[src/rtl/cla16_mp_seq_if.sv]
// Request/result bundle for the multi-precision add/subtract controller.
// The master drives the operands and start; the slave returns status and result.
interface cla16_mp_seq_if #(
  parameter int WORDS = 4
);
  logic                 start;
  logic                 sub;
  logic [16*WORDS-1:0]  op_a;
  logic [16*WORDS-1:0]  op_b;
  logic                 busy;
  logic                 done;
  logic [16*WORDS-1:0]  result;
  logic                 carry_out;
  logic                 overflow;

  modport master (
    output start, sub, op_a, op_b,
    input  busy, done, result, carry_out, overflow
  );

  modport slave (
    input  start, sub, op_a, op_b,
    output busy, done, result, carry_out, overflow
  );
endinterface

[src/rtl/cla16_mp_seq.sv]
// Sequential multi-precision add/subtract built around one 16-bit
// carry-lookahead adder. Operands are consumed one 16-bit word per cycle,
// least significant word first, with the carry chained through a register.

// 16-bit carry-lookahead adder: four 4-bit groups with group generate and
// propagate terms feeding a lookahead carry between groups.
module cla16 (
  input  logic [15:0] a,
  input  logic [15:0] b,
  input  logic        cin,
  output logic [15:0] s,
  output logic        C
);
  logic [15:0] p;
  logic [15:0] g;
  logic [16:0] c;
  logic [3:0]  gg;
  logic [3:0]  gp;

  assign p = a ^ b;
  assign g = a & b;

  // Group generate/propagate, lookahead group carries, then in-group carries.
  always_comb begin
    gg = '0;
    gp = '1;
    c  = '0;
    c[0] = cin;
    for (int unsigned k = 0; k < 4; k++) begin
      for (int unsigned j = 0; j < 4; j++) begin
        gg[k] = g[4*k+j] | (p[4*k+j] & gg[k]);
        gp[k] = gp[k] & p[4*k+j];
      end
      c[4*k+4] = gg[k] | (gp[k] & c[4*k]);
      for (int unsigned j = 1; j < 4; j++) begin
        c[4*k+j] = g[4*k+j-1] | (p[4*k+j-1] & c[4*k+j-1]);
      end
    end
  end

  assign s = p ^ c[15:0];
  assign C = c[16];
endmodule

module cla16_mp_seq #(
  parameter int WORDS = 4
) (
  input  logic           clk,
  input  logic           rst_n,
  cla16_mp_seq_if.slave  bus
);
  localparam int IW = (WORDS > 1) ? $clog2(WORDS) : 1;

  typedef enum logic [1:0] {
    IDLE,
    RUN,
    DONE
  } state_t;

  state_t          state_q;
  state_t          state_d;

  logic [15:0]     a_q   [WORDS];
  logic [15:0]     b_q   [WORDS];
  logic [15:0]     res_q [WORDS];
  logic            sub_q;
  logic            carry_q;
  logic            cout_q;
  logic            ovf_q;
  logic [IW-1:0]   idx_q;

  logic [15:0]     a_w;
  logic [15:0]     b_w;
  logic [15:0]     s_w;
  logic            c_w;
  logic            last;

  // Subtraction is A + ~B + 1: B is inverted per word and the carry seeded with 1.
  assign a_w  = a_q[idx_q];
  assign b_w  = sub_q ? ~b_q[idx_q] : b_q[idx_q];
  assign last = (idx_q == IW'(WORDS-1));

  cla16 u_add (
    .a   (a_w),
    .b   (b_w),
    .cin (carry_q),
    .s   (s_w),
    .C   (c_w)
  );

  // State register.
  always_ff @(posedge clk or negedge rst_n) begin
    if (!rst_n) state_q <= IDLE;
    else        state_q <= state_d;
  end

  // Next-state and status outputs.
  always_comb begin
    state_d  = state_q;
    bus.busy = 1'b0;
    bus.done = 1'b0;
    case (state_q)
      IDLE: if (bus.start) state_d = RUN;
      RUN: begin
        bus.busy = 1'b1;
        if (last) state_d = DONE;
      end
      DONE: begin
        bus.done = 1'b1;
        state_d  = IDLE;
      end
      default: state_d = IDLE;
    endcase
  end

  // Operand capture on accept, then one word written per RUN cycle.
  always_ff @(posedge clk or negedge rst_n) begin
    if (!rst_n) begin
      for (int unsigned w = 0; w < WORDS; w++) begin
        a_q[w]   <= '0;
        b_q[w]   <= '0;
        res_q[w] <= '0;
      end
      sub_q   <= 1'b0;
      carry_q <= 1'b0;
      cout_q  <= 1'b0;
      ovf_q   <= 1'b0;
      idx_q   <= '0;
    end else begin
      case (state_q)
        IDLE: begin
          if (bus.start) begin
            for (int unsigned w = 0; w < WORDS; w++) begin
              a_q[w] <= bus.op_a[16*w +: 16];
              b_q[w] <= bus.op_b[16*w +: 16];
            end
            sub_q   <= bus.sub;
            carry_q <= bus.sub;
            idx_q   <= '0;
          end
        end
        RUN: begin
          res_q[idx_q] <= s_w;
          carry_q      <= c_w;
          if (last) begin
            cout_q <= c_w;
            ovf_q  <= (a_w[15] == b_w[15]) && (s_w[15] != a_w[15]);
          end else begin
            idx_q <= idx_q + 1'b1;
          end
        end
        default: ;
      endcase
    end
  end

  // Flatten the result words onto the bus.
  always_comb begin
    bus.result = '0;
    for (int unsigned w = 0; w < WORDS; w++) begin
      bus.result[16*w +: 16] = res_q[w];
    end
  end

  assign bus.carry_out = cout_q;
  assign bus.overflow  = ovf_q;
endmodule

[src/flat_wrapper.sv]
// flat-port wrapper written by rule: the top's interface ports become plain ports
module cla16_mp_seq_flat 
#(
  parameter int WORDS = 4
)
  (clk, rst_n, bus_start, bus_sub, bus_op_a, bus_op_b, bus_busy, bus_done, bus_result, bus_carry_out, bus_overflow);
  cla16_mp_seq_if #(.WORDS(WORDS)) bus_i ();
  input  logic clk;
  input  logic rst_n;
  input wire logic [$bits(bus_i.start)-1:0] bus_start;
  input wire logic [$bits(bus_i.sub)-1:0] bus_sub;
  input wire logic [$bits(bus_i.op_a)-1:0] bus_op_a;
  input wire logic [$bits(bus_i.op_b)-1:0] bus_op_b;
  output wire logic [$bits(bus_i.busy)-1:0] bus_busy;
  output wire logic [$bits(bus_i.done)-1:0] bus_done;
  output wire logic [$bits(bus_i.result)-1:0] bus_result;
  output wire logic [$bits(bus_i.carry_out)-1:0] bus_carry_out;
  output wire logic [$bits(bus_i.overflow)-1:0] bus_overflow;
  assign bus_i.start = bus_start;
  assign bus_i.sub = bus_sub;
  assign bus_i.op_a = bus_op_a;
  assign bus_i.op_b = bus_op_b;
  assign bus_busy = bus_i.busy;
  assign bus_done = bus_i.done;
  assign bus_result = bus_i.result;
  assign bus_carry_out = bus_i.carry_out;
  assign bus_overflow = bus_i.overflow;
  cla16_mp_seq #(.WORDS(WORDS)) u_core (.clk(clk), .rst_n(rst_n), .bus(bus_i));
endmodule
[config.mk]
export PLATFORM = sky130hd
export DESIGN_NAME = cla16_mp_seq_flat
export DESIGN_NICKNAME = d
export VERILOG_FILES = /design/src/rtl/cla16_mp_seq_if.sv /design/src/rtl/cla16_mp_seq.sv /design/src/flat_wrapper.sv
export SDC_FILE = /design/constraint.sdc
export NUM_CORES = 1
export LEC_CHECK = 0
export BUFFER_PORTS_ARGS = -buffer_cell sky130_fd_sc_hd__buf_4
export CELL_PAD_IN_SITES_DETAIL_PLACEMENT = 0
export CELL_PAD_IN_SITES_GLOBAL_PLACEMENT = 1
export CORE_UTILIZATION = 48
export CTS_CLUSTER_SIZE = 40
export DETAILED_ROUTE_END_ITERATION = 16
export GPL_ROUTABILITY_DRIVEN = 0
export PLACE_DENSITY_LB_ADDON = 0.05
export SLEW_MARGIN = 20
export SYNTH_ARGS = -nofsm -noshare
export SYNTH_HDL_FRONTEND = slang
export SYNTH_SLANG_ARGS = --single-unit
[constraint.sdc]
create_clock -name clk -period 10.6 [get_ports clk]
set_input_delay 1.06 -clock clk [delete_from_list [all_inputs] [get_ports clk]]
set_output_delay 1.06 -clock clk [all_outputs]
set_load 0.005 [all_outputs]
==> flow_summary.ini <==
[timing]
setup_violations = 0
period_share = 0.465
finalMaxSlewViolations = 0
slew_headroom = 0.354
period_minus_slack_ns = 4.93
rsz0062_at_grt = false
skew_ns = 0.00777
fin_setup_tns_ns = 0
tightest_slew_ns = 0.970
max_freq_ghz = 0.203
hold_violations = 0

[placed_design]
place_inst = 1028
dpl_cell_area_sq_mm = 0.0107
portBuffers = 199
place_hpwl_microns = 15100

[drt]
drtIter0Drc = 212
drc = 0
wl_per_cell_microns = 19.4
drt_first_pass_iters = 4
routed_wirelength_microns = 20600
ant_nets = 0
dr_total_vias = 5663
viasPerCell = 5.34

[clock_network]
clk_latency_ns = 0.43
cts_resized = 0
post-cts-setup-buffers = 0
h-tree-depth = 4
clockRootBuffer = clkbuf_16
tritoncts = built
clkTransAtPathRegs_ns = 0.07
cts_max_path_buffers = 2
numCtsBuffers = 17
postCtsHoldBufs = 0
cts_sinks = 200

[synth]
yosysMostFrequentCell = dfrtp_1
syn_area_sq_mm = 0.00911
synthFlopType = dfrtp_1
synthTopCellsByCount = dfrtp_1, mux2_2, nand2_1, o21ai_0, mux4_2
synth_edf_count = 0
netlist_top_cells_area = dfrtp_1, mux2_2, mux4_2
yosysUniqueCellTypes = 35
synthArstFlopShare = 1.00
synth_warnings = 0
yosysSeqAreaShare = 0.549
synth_top_cell_by_area = dfrtp_1
synthCells = 625
synth_top_area_share = 0.549
syn_area_per_cell_sq_um = 14.6
syn_nets = 789
yosys_register_bits = 200

[final_layout]
nets = 977
syn_to_final_growth_pct = 24.5
drive_gt1_frac = 0.488
diodes = 0
fin_area_sq_mm = 0.0113
fill_cells = 1488
fin_cells = 1060

[critical_path]
worstSetupPathType = reg2reg
arrival_ns = 5.21
path_common_cell = fa_1
reg2regPathDepth = 13
slowest_delay_ns = 0.65
start_kind = flip-flop
end_kind = flip-flop
crit_fanout = 31
cp_slowest_cell = mux4_1
cp_cell_sequence = buf_4, mux4_1, xor2_1, ha_1, and4_1, or3b_1, o21ba_1, and2_1, fa_1, fa_1, fa_1, xor2_1, o21ai_0
required_ns = 10.88

[global_route]
gr-total-overflow = 0
grt_max_degree = 120
grt_pass1_wl_microns = 33100
grtUsageTotal = 0.225
grt_antenna_before_repair = 0
grt_pass1_vias = 6041

[die]
die-height_microns = 140
core_sq_mm = 0.0186
initial_utilization = 0.489
rows = 50
dieArea_sq_mm = 0.0195
fp.dieW_microns = 140
ioPinCount = 200

[flow_run]
cap_viol_max_count = 0

[worst_hold_path]
hold_depth = 2
hold_class = reg2reg

[run_status]
outcome = complete, no violations
==> cells by family (layout without fill, tap and decap cells) <==
| logic type | count (synthesis) | in the layout | synth area share |
|---|---|---|---|
| AO/OA/AOI/OAI | 63 | 63 | 0.0397 |
| XOR/XNOR | 21 | 21 | 0.0202 |
| adder cells (fa/ha/maj) | 32 | 32 | 0.0538 |
| buffers and inverters | 53 | 254 | 0.0309 |
| flip-flops | 200 | 200 | 0.549 |
| multiplexers | 183 | 183 | 0.270 |
| AND/OR/NAND/NOR | 73 | 73 | 0.0362 |
==> final cells by class <==
cell class                 count  area [sq um]  area share
inverter                      19          71.3     0.00629
tap                          234           293      0.0258
timing repair buffer         203          1540       0.136
multi-input combinational    372          3830       0.338
clock inverter                11           139      0.0122
clock buffer                  21           460      0.0406
sequential                   200          5010       0.441
==> layer usage <==
metal,vias up,GRT usage,wire [microns]
met2,150,0.379,10300
met5,-,0,0
met1,2900,0.294,8920
li1,2596,-,-
met3,17,0.0478,1090
met4,0,0.0682,304
==> worst paths after layout <==
check	slack, ns	startpoint	endpoint
max	5.67	u_core.idx_q[0]$_DFFE_PN0P_	u_core.bus.result[47]$_DFFE_PN0P_
min	0.48	u_core.bus.result[40]$_DFFE_PN0P_	u_core.bus.result[40]$_DFFE_PN0P_
max reg2reg	5.67	u_core.idx_q[0]$_DFFE_PN0P_	u_core.bus.result[47]$_DFFE_PN0P_
min reg2reg	0.48	u_core.bus.result[40]$_DFFE_PN0P_	u_core.bus.result[40]$_DFFE_PN0P_
max in group asynchronous	8.60	rst_n	u_core.bus.result[57]$_DFFE_PN0P_
min in group asynchronous	0.72	rst_n	u_core.bus.result[17]$_DFFE_PN0P_
==> registers in the layout (all words and copies together) (netlist names) <==
name / count
u_core.sub_q: 1
u_core.state_q: 2
u_core.idx_q: 2
u_core.bus.overflow: 1
u_core.bus.carry_out: 1
u_core.b_q: 64
u_core.carry_q: 1
u_core.a_q: 64
u_core.bus.result: 64
==> stage by stage <==
step / hold WS (ns) / utilization / setup slack [ns]
CTS: 0.487 / 0.608 / 5.64
global placement: 0.462 / 0.576 / 5.77
global route: 0.509 / 0.608 / 5.43
finish: 0.482 / 0.608 / 5.67
floorplan: 0.453 / - / 6.40
detailed placement: 0.472 / 0.576 / 5.66
==> layout by cell type, fill, tap and decap left out, drive strengths merged <==
| master | instances |
|---|---|
| o31ai | 1 |
| buf | 202 |
| xor2 | 20 |
| ha | 20 |
| o211ai | 1 |
| nand2 | 54 |
| nor2b | 3 |
| nor2 | 6 |
| bufinv | 2 |
| or3b | 1 |
| dfrtp | 200 |
| clkinvlp | 1 |
| mux4 | 32 |
| a21o | 1 |
| mux2 | 150 |
| and4 | 2 |
| and2 | 2 |
| a211o | 1 |
| a2111oi | 1 |
| o21ai | 48 |
| a31oi | 2 |
| inv | 23 |
| o21ba | 1 |
| nor3 | 1 |
| mux2i | 1 |
| nand4 | 2 |
| clkbuf | 22 |
| nor3b | 2 |
| clkinv | 4 |
| fa | 12 |
| a21oi | 7 |
| xnor2 | 1 |
==> worst max-delay path: cells and delay by family, from the launching register on <==
| kind | cells | cell delay (ns) |
|---|---|---|
| buffers and inverters | 1 | 0.54 |
| flip-flops | 1 | 0.44 |
| AND/OR/NAND/NOR | 3 | 0.76 |
| multiplexers | 1 | 0.65 |
| adder cells (fa/ha/maj) | 4 | 1.60 |
| XOR/XNOR | 2 | 0.44 |
| AO/OA/AOI/OAI | 2 | 0.34 |
Power is not shown: default switching activity piles up to over one toggle a cycle in this logic, so the estimate is an artifact.
